===== src/rtl/ddr_cmn_zqcal_seq.sv =====
// ZQ calibration sequencer: successive-approximation search of the pull-up code
// (pcal) and then the pull-down code (ncal) against the analog ZQ comparator.
// Registered outputs; a result takes 2*CODE_W*(settle+NSAMP+2)+2 cycles from start.
// No backpressure: i_start is taken only in IDLE, and i_abort restores the backup codes.
//
// Ports:
//   i_clk, i_rst              clock and asynchronous active-high reset
//   i_start, i_abort          start request (IDLE only) and abort (non-IDLE only)
//   i_settle_cnt              wait cycles after each code change (program >= 2)
//   i_zqcal_comp              asynchronous comparator output, 1 = code too low
//   o_cal_ena, o_pd_sel       analog enable and phase select (0 pull-up, 1 pull-down)
//   o_pcal, o_ncal            codes driven to the analog macro
//   o_busy, o_done            run in progress, one-cycle completion pulse
//   o_pcal_sat, o_ncal_sat    final code hit all-0 or all-1
module ddr_cmn_zqcal_seq #(
    parameter int CODE_W   = 5,
    parameter int VOTE_W   = 2,
    parameter int SETTLE_W = 8
) (
    input  logic                i_clk,
    input  logic                i_rst,
    input  logic                i_start,
    input  logic                i_abort,
    input  logic [SETTLE_W-1:0] i_settle_cnt,
    input  logic                i_zqcal_comp,
    output logic                o_cal_ena,
    output logic                o_pd_sel,
    output logic [CODE_W-1:0]   o_pcal,
    output logic [CODE_W-1:0]   o_ncal,
    output logic                o_busy,
    output logic                o_done,
    output logic                o_pcal_sat,
    output logic                o_ncal_sat
);

    localparam int NSAMP = 1 << VOTE_W;
    localparam int BIT_W = (CODE_W > 1) ? $clog2(CODE_W) : 1;
    localparam logic [VOTE_W:0]  HALF    = (VOTE_W + 1)'(NSAMP / 2);
    localparam logic [VOTE_W:0]  LAST    = (VOTE_W + 1)'(NSAMP - 1);
    localparam logic [BIT_W-1:0] TOP_BIT = BIT_W'(CODE_W - 1);

    typedef enum logic [2:0] {IDLE, SET, SETTLE, SAMPLE, DECIDE, DONE} state_t;

    state_t              state_q, state_d;
    logic [BIT_W-1:0]    bit_q, bit_d;
    logic [CODE_W-1:0]   working_q, working_d;
    logic [CODE_W-1:0]   bkp_pcal_q, bkp_pcal_d;
    logic [CODE_W-1:0]   bkp_ncal_q, bkp_ncal_d;
    logic [SETTLE_W-1:0] settle_q, settle_d;
    logic [VOTE_W:0]     smp_q, smp_d;
    logic [VOTE_W:0]     ones_q, ones_d;
    logic                sync1_q, sync2_q;
    logic                cal_ena_q, cal_ena_d;
    logic                pd_sel_q, pd_sel_d;
    logic [CODE_W-1:0]   pcal_q, pcal_d;
    logic [CODE_W-1:0]   ncal_q, ncal_d;
    logic                busy_q, busy_d;
    logic                done_q, done_d;
    logic                psat_q, psat_d;
    logic                nsat_q, nsat_d;

    logic [CODE_W-1:0]   mask;
    logic [CODE_W-1:0]   trial;
    logic [CODE_W-1:0]   new_w;
    logic                decision;
    logic                new_sat;

    // Two-flop synchroniser for the asynchronous comparator.
    always_ff @(posedge i_clk or posedge i_rst) begin
        if (i_rst) begin
            sync1_q <= 1'b0;
            sync2_q <= 1'b0;
        end else begin
            sync1_q <= i_zqcal_comp;
            sync2_q <= sync1_q;
        end
    end

    always_ff @(posedge i_clk or posedge i_rst) begin
        if (i_rst) begin
            state_q    <= IDLE;
            bit_q      <= '0;
            working_q  <= '0;
            bkp_pcal_q <= '0;
            bkp_ncal_q <= '0;
            settle_q   <= '0;
            smp_q      <= '0;
            ones_q     <= '0;
            cal_ena_q  <= 1'b0;
            pd_sel_q   <= 1'b0;
            pcal_q     <= '0;
            ncal_q     <= '0;
            busy_q     <= 1'b0;
            done_q     <= 1'b0;
            psat_q     <= 1'b0;
            nsat_q     <= 1'b0;
        end else begin
            state_q    <= state_d;
            bit_q      <= bit_d;
            working_q  <= working_d;
            bkp_pcal_q <= bkp_pcal_d;
            bkp_ncal_q <= bkp_ncal_d;
            settle_q   <= settle_d;
            smp_q      <= smp_d;
            ones_q     <= ones_d;
            cal_ena_q  <= cal_ena_d;
            pd_sel_q   <= pd_sel_d;
            pcal_q     <= pcal_d;
            ncal_q     <= ncal_d;
            busy_q     <= busy_d;
            done_q     <= done_d;
            psat_q     <= psat_d;
            nsat_q     <= nsat_d;
        end
    end

    // SAR arithmetic is set/clear of the current bit only, so codes never wrap.
    assign mask     = CODE_W'(1) << bit_q;
    assign trial    = working_q | mask;
    assign decision = (ones_q >= HALF);             // a tie keeps the bit
    assign new_w    = decision ? trial : (working_q & ~mask);
    assign new_sat  = (new_w == '0) || (new_w == '1);

    always_comb begin
        state_d    = state_q;
        bit_d      = bit_q;
        working_d  = working_q;
        bkp_pcal_d = bkp_pcal_q;
        bkp_ncal_d = bkp_ncal_q;
        settle_d   = settle_q;
        smp_d      = smp_q;
        ones_d     = ones_q;
        cal_ena_d  = cal_ena_q;
        pd_sel_d   = pd_sel_q;
        pcal_d     = pcal_q;
        ncal_d     = ncal_q;
        busy_d     = busy_q;
        done_d     = 1'b0;
        psat_d     = psat_q;
        nsat_d     = nsat_q;

        case (state_q)
            IDLE: begin
                if (i_start) begin
                    bkp_pcal_d = pcal_q;
                    bkp_ncal_d = ncal_q;
                    psat_d     = 1'b0;
                    nsat_d     = 1'b0;
                    working_d  = '0;
                    bit_d      = TOP_BIT;
                    pd_sel_d   = 1'b0;
                    cal_ena_d  = 1'b1;
                    busy_d     = 1'b1;
                    state_d    = SET;
                end
            end
            SET: begin
                if (pd_sel_q) ncal_d = trial;
                else          pcal_d = trial;
                ones_d   = '0;
                smp_d    = '0;
                settle_d = i_settle_cnt;
                state_d  = (i_settle_cnt == '0) ? SAMPLE : SETTLE;
            end
            SETTLE: begin
                // Entered with the programmed count; one cycle per count value.
                if (settle_q <= SETTLE_W'(1)) state_d = SAMPLE;
                else                          settle_d = settle_q - 1'b1;
            end
            SAMPLE: begin
                ones_d = ones_q + {{VOTE_W{1'b0}}, sync2_q};
                smp_d  = smp_q + 1'b1;
                if (smp_q == LAST) state_d = DECIDE;
            end
            DECIDE: begin
                working_d = new_w;
                if (pd_sel_q) ncal_d = new_w;
                else          pcal_d = new_w;
                if (bit_q != '0) begin
                    bit_d   = bit_q - 1'b1;
                    state_d = SET;
                end else if (!pd_sel_q) begin
                    psat_d    = new_sat;
                    pd_sel_d  = 1'b1;
                    working_d = '0;
                    bit_d     = TOP_BIT;
                    state_d   = SET;
                end else begin
                    nsat_d  = new_sat;
                    state_d = DONE;
                end
            end
            DONE: begin
                done_d    = 1'b1;
                busy_d    = 1'b0;
                cal_ena_d = 1'b0;
                state_d   = IDLE;
            end
            default: state_d = IDLE;
        endcase

        // Abort wins over whatever the state above decided this cycle.
        if (i_abort && (state_q != IDLE)) begin
            state_d   = IDLE;
            pcal_d    = bkp_pcal_q;
            ncal_d    = bkp_ncal_q;
            cal_ena_d = 1'b0;
            busy_d    = 1'b0;
            pd_sel_d  = 1'b0;
            done_d    = 1'b0;
            psat_d    = 1'b0;
            nsat_d    = 1'b0;
        end
    end

    assign o_cal_ena  = cal_ena_q;
    assign o_pd_sel   = pd_sel_q;
    assign o_pcal     = pcal_q;
    assign o_ncal     = ncal_q;
    assign o_busy     = busy_q;
    assign o_done     = done_q;
    assign o_pcal_sat = psat_q;
    assign o_ncal_sat = nsat_q;

endmodule

===== config.mk =====
export PLATFORM = sky130hd
export DESIGN_NAME = ddr_cmn_zqcal_seq
export DESIGN_NICKNAME = d
export VERILOG_FILES = /design/src/rtl/ddr_cmn_zqcal_seq.sv
export SDC_FILE = /design/constraint.sdc
export NUM_CORES = 1
export LEC_CHECK = 0
export ABC_AREA = 1
export CORE_ASPECT_RATIO = 1.4
export CORE_MARGIN = 1.5
export CORE_UTILIZATION = 51
export CTS_CLUSTER_DIAMETER = 80
export DETAILED_ROUTE_END_ITERATION = 8
export GPL_TIMING_DRIVEN = 0
export MAX_ROUTING_LAYER = met4
export PLACE_DENSITY = 0.82
export SYNTH_ARGS = -nofsm -noshare
export SYNTH_HDL_FRONTEND = slang
export SYNTH_SLANG_ARGS = --single-unit

===== constraint.sdc =====
create_clock -name i_clk -period 1.6 [get_ports i_clk]
set_input_delay 0.48 -clock i_clk [delete_from_list [all_inputs] [get_ports i_clk]]
set_output_delay 0.48 -clock i_clk [all_outputs]
set_load 0.02 [all_outputs]

## Word-level counts from Yosys, hierarchy flattened

Cells that the tools add are included.

| word-level totals | value |
|---|---|
| register bits after elaboration | 52 |
| input port bits | 13 |

| operators by class | value |
|---|---|
| $add $sub $neg | 4 |
| $lt $le $gt $ge | 2 |
| eq/ne operators | 18 |
| shift-type cells | 1 |
| multiplexer cells | 46 |
| bitwise gates (word level) | 3 |
| reductions and logical operators | 24 |

Operators by type and width:

| kind | number |
|---|---|
| $mux 5 | 10 |
| $pmux 5 s2 | 3 |
| $mux 3 | 9 |
| $ne 3x3->1 const B | 9 |
| $pmux 3 s2 | 3 |
| $pmux 8 s2 | 1 |
| $pmux 3 s5 | 1 |
| $reduce_and 3->1 | 5 |
| $reduce_bool 3->1 | 5 |
| $mux 1 | 14 |
| $eq 3x2->1 const B | 3 |
| $le 8x1->1 const B | 1 |
| $logic_not 8->1 | 1 |
| $mux 8 | 1 |
| $pmux 1 s2 | 4 |
| $reduce_and 2->1 | 4 |
| $reduce_and 4->1 | 2 |
| $sub 8x1->8 const B | 1 |
| $eq 3x3->1 const B | 2 |
| $reduce_bool 2->1 | 3 |
| $and 5x5->5 | 1 |
| $eq 5x5->1 const B | 1 |
| $logic_not 5->1 | 1 |
| $not 5->5 | 1 |
| 11 further kinds | 12 |

## Depth between registers and ports, before layout

| logic depth | value |
|---|---|
| depth after elaboration | 10 |
| gate-level depth with buffers | 11 |

## Worst setup path before layout

No wires, ideal clock.

| timing | value |
|---|---|
| path type | register to register |
| start | register settle_q[0] |
| end | register settle_q[5] |
| data arrival time | 1300 ps |
| data required time | 1470 ps |
| slack | 170 ps |
| cell stages (with the launch flop) | 11 |
| path buffers | 1 |
| clock period less this slack | 1430 ps |
| path through | dfrtp_1 -> inv_1 -> ha_1 -> nor2_1 -> nor2_1 -> nand2_1 -> nand2_1 -> nand2_2 -> buf_2 -> o211ai_1 -> o21ai_0 |

| between the ends | value |
|---|---|
| cells in the longest elaborated chain, start to end | 3 |

Ends and longest elaborated chain:

| element | line | text |
|---|---|---|
| start, declared | 49 | `logic [SETTLE_W-1:0] settle_q, settle_d;` |
| start signal, assigned | 103 | `settle_q <= settle_d;` |
| $sub 8x1->8 / $le 8x1->1 (equally long branches) | 168, 167 |  |
| $mux 8 / $ne 2x2->1 (equally long branches) | -- |  |
| $pmux 8 s2 / $reduce_and 2->1 (equally long branches) | -- |  |

Parallel ways exist; a longest one is shown, timed or not. The select of a mux whose other input is x is not followed.
A chain may end at the register's enable or synchronous reset.

## Worst setup path in the final report

| timing | value |
|---|---|
| start | register state_q[0] |
| end | register bkp_pcal_q[1] |

| between the ends | value |
|---|---|
| cells in the longest elaborated chain, start to end | 2 |

Ends and longest elaborated chain:

| element | line | text |
|---|---|---|
| start, declared | 44 | `state_t state_q, state_d;` |
| start signal, assigned | 98 | `state_q <= state_d;` |
| $logic_not 3->1 | 142 | `case (state_q)` |
| $reduce_and 2->1 (no source line) | -- |  |
| end signal, assigned | 101 | `bkp_pcal_q <= bkp_pcal_d;` |
| end, declared | 47 | `logic [CODE_W-1:0] bkp_pcal_q, bkp_pcal_d;` |

No other way between the ends.

==> impl_metrics.ini <==
[run_status]
run_status = finished, final reports clean

[setup_path]
regToRegStartpoint = state_q[0]$_DFFE_PP0P_
critical_path.n_buffers_inverters = 2
path_common_cell = nor2_4
worstSetupPathType = flop to flop
crit_chain = nor2_4 -> nand2_4 -> nor2_4 -> inv_2 -> buf_2 -> o21ai_0
reg2reg_depth = 6
critical_path.max_stage_delay_ns = 0.46
data_arrival_at_the_endpoint_of_the_critical_path_ns = 1.79
endpoint_kind = flop
setup.worst_path.start_class = flop
critPathTopFamily = simple AND/OR/NAND/NOR gates
reg2reg_slack_ns = 0.03
worstPathMaxFanout = 10
worst_r2r_endpoint = bkp_pcal_q[1]$_DFFE_PP0P_
cp_slowest_cell = dfrtp_2
required_ns = 1.82

[global_routing]
number_of_antenna_violations_at_the_first_check_in_global_routing = 0
vias_in_the_first_global_route = 2367
grt_remaining_overflow = 0
grt_start_max_net_pins = 53
track_usage = 0.228
grt_first_pass_wirelength_mm = 10.3

[cts]
cts.htree.levels = 2
clock_tree.root_cell = clkbuf_8
clock_sink_count = 52
cts-buffers-inserted = 5
clk_latency_ns = 0.32
tritoncts_clock_tree = built
cts-hold-fix-buffers = 0
clk_path_buf_depth = 2
cts.reportedPaths.clkPinSlew_ns = 0.10

[place]
dp_hpwl_mm = 4.39
routability_congestion = 0.841
port_buffers = 28

[floorplan]
std_cell_rows = 31
start_util = 0.532
floorplan.die_area_mm2 = 0.00592
fp.dieW_um = 65.5
core_area_mm2 = 0.00524
die_height_um = 90.5
io-pin-count = 29

[synthesis]
post_synth_net_total = 369
synthesis.instances = 350
synthTopCellsByArea = dfrtp_1 47%, nand2_1 13%, inv_1 6.1%
synth_area_leader_cell = dfrtp_1
yosys-top-cells-count = 96 x nand2_1, 52 x dfrtp_1, 45 x inv_1
yosysMostFrequentCell = nand2_1
syn-cell-area_mm2 = 0.00279
yosysUniqueCellTypes = 34
netlist.area_leader.share = 0.467
synth_sequential_area_ratio = 0.467
synth_edf_count = 0
synth_warnings = 0
ys.flop_type = dfrtp_1
ys_async_sr_fraction = 1.00
ys_ff_latch = 52
avgSynthCellArea_um2 = 7.96

[sta]
finalSetupViolCount = 0
pins_over_their_slew_limit = 0
timing.final.crit_share = 0.982
timing.final.crit_period_ns = 1.57
worst-slew-pin-transition_ns = 1.10
finalHoldViolations = 0
fmax_mhz = 637
worst_clock_skew_ns = 0.00937
rsz0062_at_grt = true
maxSlewHeadroom = 0.265

[detailed_routing]
wire_length_per_cell_after_detailed_routing_um = 13.7
drt_first_iter_violations = 267
remaining_drcs = 0
detailroute.via_count = 2493
vias_per_cell = 5.34
routed_wirelength_mm = 6.38
detail-route-antenna-nets = 0
detailedRoute.firstPassIterationCount = 5

[power_and_ir_drop]
internal-power_w = 0.00343
share_comb_of_total_power = 0.550
pwr-share-clk = 0.120
total_power_w = 0.00642
pwr-share-seq = 0.329
worst_ir_drop_vdd_mv = 1.04
net_switching_component_of_the_power_w = 0.00298
power.switching_fraction = 0.465
power_leakage_nw = 1.72
power.density_mw_per_mm2 = 1880

[worst_hold_path]
whs_endpoint = sync2_q$_DFF_PP0_
hold_path.startpoint = sync1_q$_DFF_PP0_
worst_hold_path.num_cells = 0
path_type_of_the_worst_min_delay_path = flop to flop

[final_layout]
final_core_util = 0.652
n_fill_cell = 478
final_antenna_diode_count = 0
final_layout_size_suffix_gt1_frac = 0.182
flow.area_growth_from_synthesis_pct = 22.5
layout.nets = 419

[flow_run]
drv.max_cap_violation_count = 0
## flip-flops by register name, indices dropped and copies added, names as in the netlist
register	count
o_pd_sel	1
o_done	1
working_q	5
bkp_pcal_q	5
bkp_ncal_q	5
bit_q	3
o_pcal_sat	1
settle_q	8
sync2_q	1
o_ncal_sat	1
o_pcal	5
state_q	3
smp_q	3
o_busy	1
sync1_q	1
ones_q	3
o_ncal	5
## stage by stage
stage	area (um^2)	cells	hold WS, ns	worst slack [ns]	setup TNS, ns
2_1_floorplan	2790	350	0.331	0.170	0
3_3_place_gp	3150	444	0.337	-0.337	-14.12
3_5_place_dp	3150	444	0.337	-0.394	-15.49
4_1_cts	3260	455	0.359	-0.00871	-0.00871
5_1_grt	3410	467	0.366	-0.0773	-0.574
6_report	3410	467	0.357	0.0293	0
## worst reg2reg max path: stages (launching register included)
cell     delay, ns
dfrtp_2       0.46
nor2_4        0.21
nand2_4       0.10
nor2_4        0.17
inv_2         0.11
buf_2         0.20
o21ai_0       0.22
## worst max path at each step
| stage | from | endpoint | slack, ns | cells past startpoint |
|---|---|---|---|---|
| after global routing | state_q[0]$_DFFE_PP0P_ | bkp_pcal_q[1]$_DFFE_PP0P_ | -0.08 | 6 |
| after detailed placement | i_abort | o_pcal[0]$_DFFE_PP0P_ | -0.39 | 10 |
| final | state_q[0]$_DFFE_PP0P_ | bkp_pcal_q[1]$_DFFE_PP0P_ | 0.03 | 6 |
| after floorplan | settle_q[0]$_DFFE_PP0P_ | settle_q[5]$_DFFE_PP0P_ | 0.17 | 10 |
| after CTS | o_pd_sel$_DFFE_PP0P_ | o_pd_sel | -0.009 | 1 |
| after global placement | i_abort | o_pcal[3]$_DFFE_PP0P_ | -0.34 | 10 |
## logic make-up after synthesis
family	count (synthesis)	synth area share
buffers and inverters	60	0.0903
xor gates and xnor gates	2	0.00629
adders and majority gates	6	0.0269
DFF	52	0.467
and+or+nand+nor	161	0.271
AOI/OAI and AO/OA	69	0.139
## placed cells by master, fill, tap and decap left out, types with 4 or more instances in the layout
master,count
nor2_4,7
dfrtp_2,4
clkbuf_8,5
dlygate4sd2_1,15
nand3_1,19
o21ai_1,11
o22ai_1,9
ha_1,5
dfrtp_1,48
clkdlybuf4s50_1,10
buf_4,15
inv_2,7
nand2_2,5
o21ai_0,25
inv_1,42
a21oi_1,10
o211ai_1,5
nor2_1,18
nand2_1,95
## power groups by stage
stage	clock network [W]	logic [W]	registers [W]
finish	0.000771	0.00353	0.00211
global route	0.000829	0.00394	0.00217
CTS	0.000784	0.00314	0.00206
detailed placement	0	0.00314	0.00209
global placement	0	0.00303	0.00207
floorplan	0	0.00219	0.00216
## what timing repair did
action	CTS	global route
setup buffers	3	12
hold endpoints to repair	0	0
gates resized for setup	28	27
endpoints found under the setup margin	33	37
pin swaps	1	7
cloned	0	2
## final cells by class
| type | instances | area [um^2] | share of cell area |
|---|---|---|---|
| inverter | 53 | 213 | 0.0623 |
| clock buffer | 6 | 72.6 | 0.0213 |
| buffer | 6 | 55.1 | 0.0161 |
| clock inverter | 2 | 16.3 | 0.00477 |
| multi-input combinational | 238 | 1270 | 0.373 |
| sequential | 52 | 1310 | 0.383 |
| timing repair buffer | 44 | 395 | 0.116 |
| tap | 66 | 82.6 | 0.0242 |
## routing by layer
metal	up-vias	global-route usage	wire length, um
met5	-	-	0
met4	0	0.0816	124
met3	12	0.0387	270
met2	79	0.401	3490
met1	1175	0.255	2490
li1	1227	-	-
No activity file was read; power rests on OpenSTA's default activity.
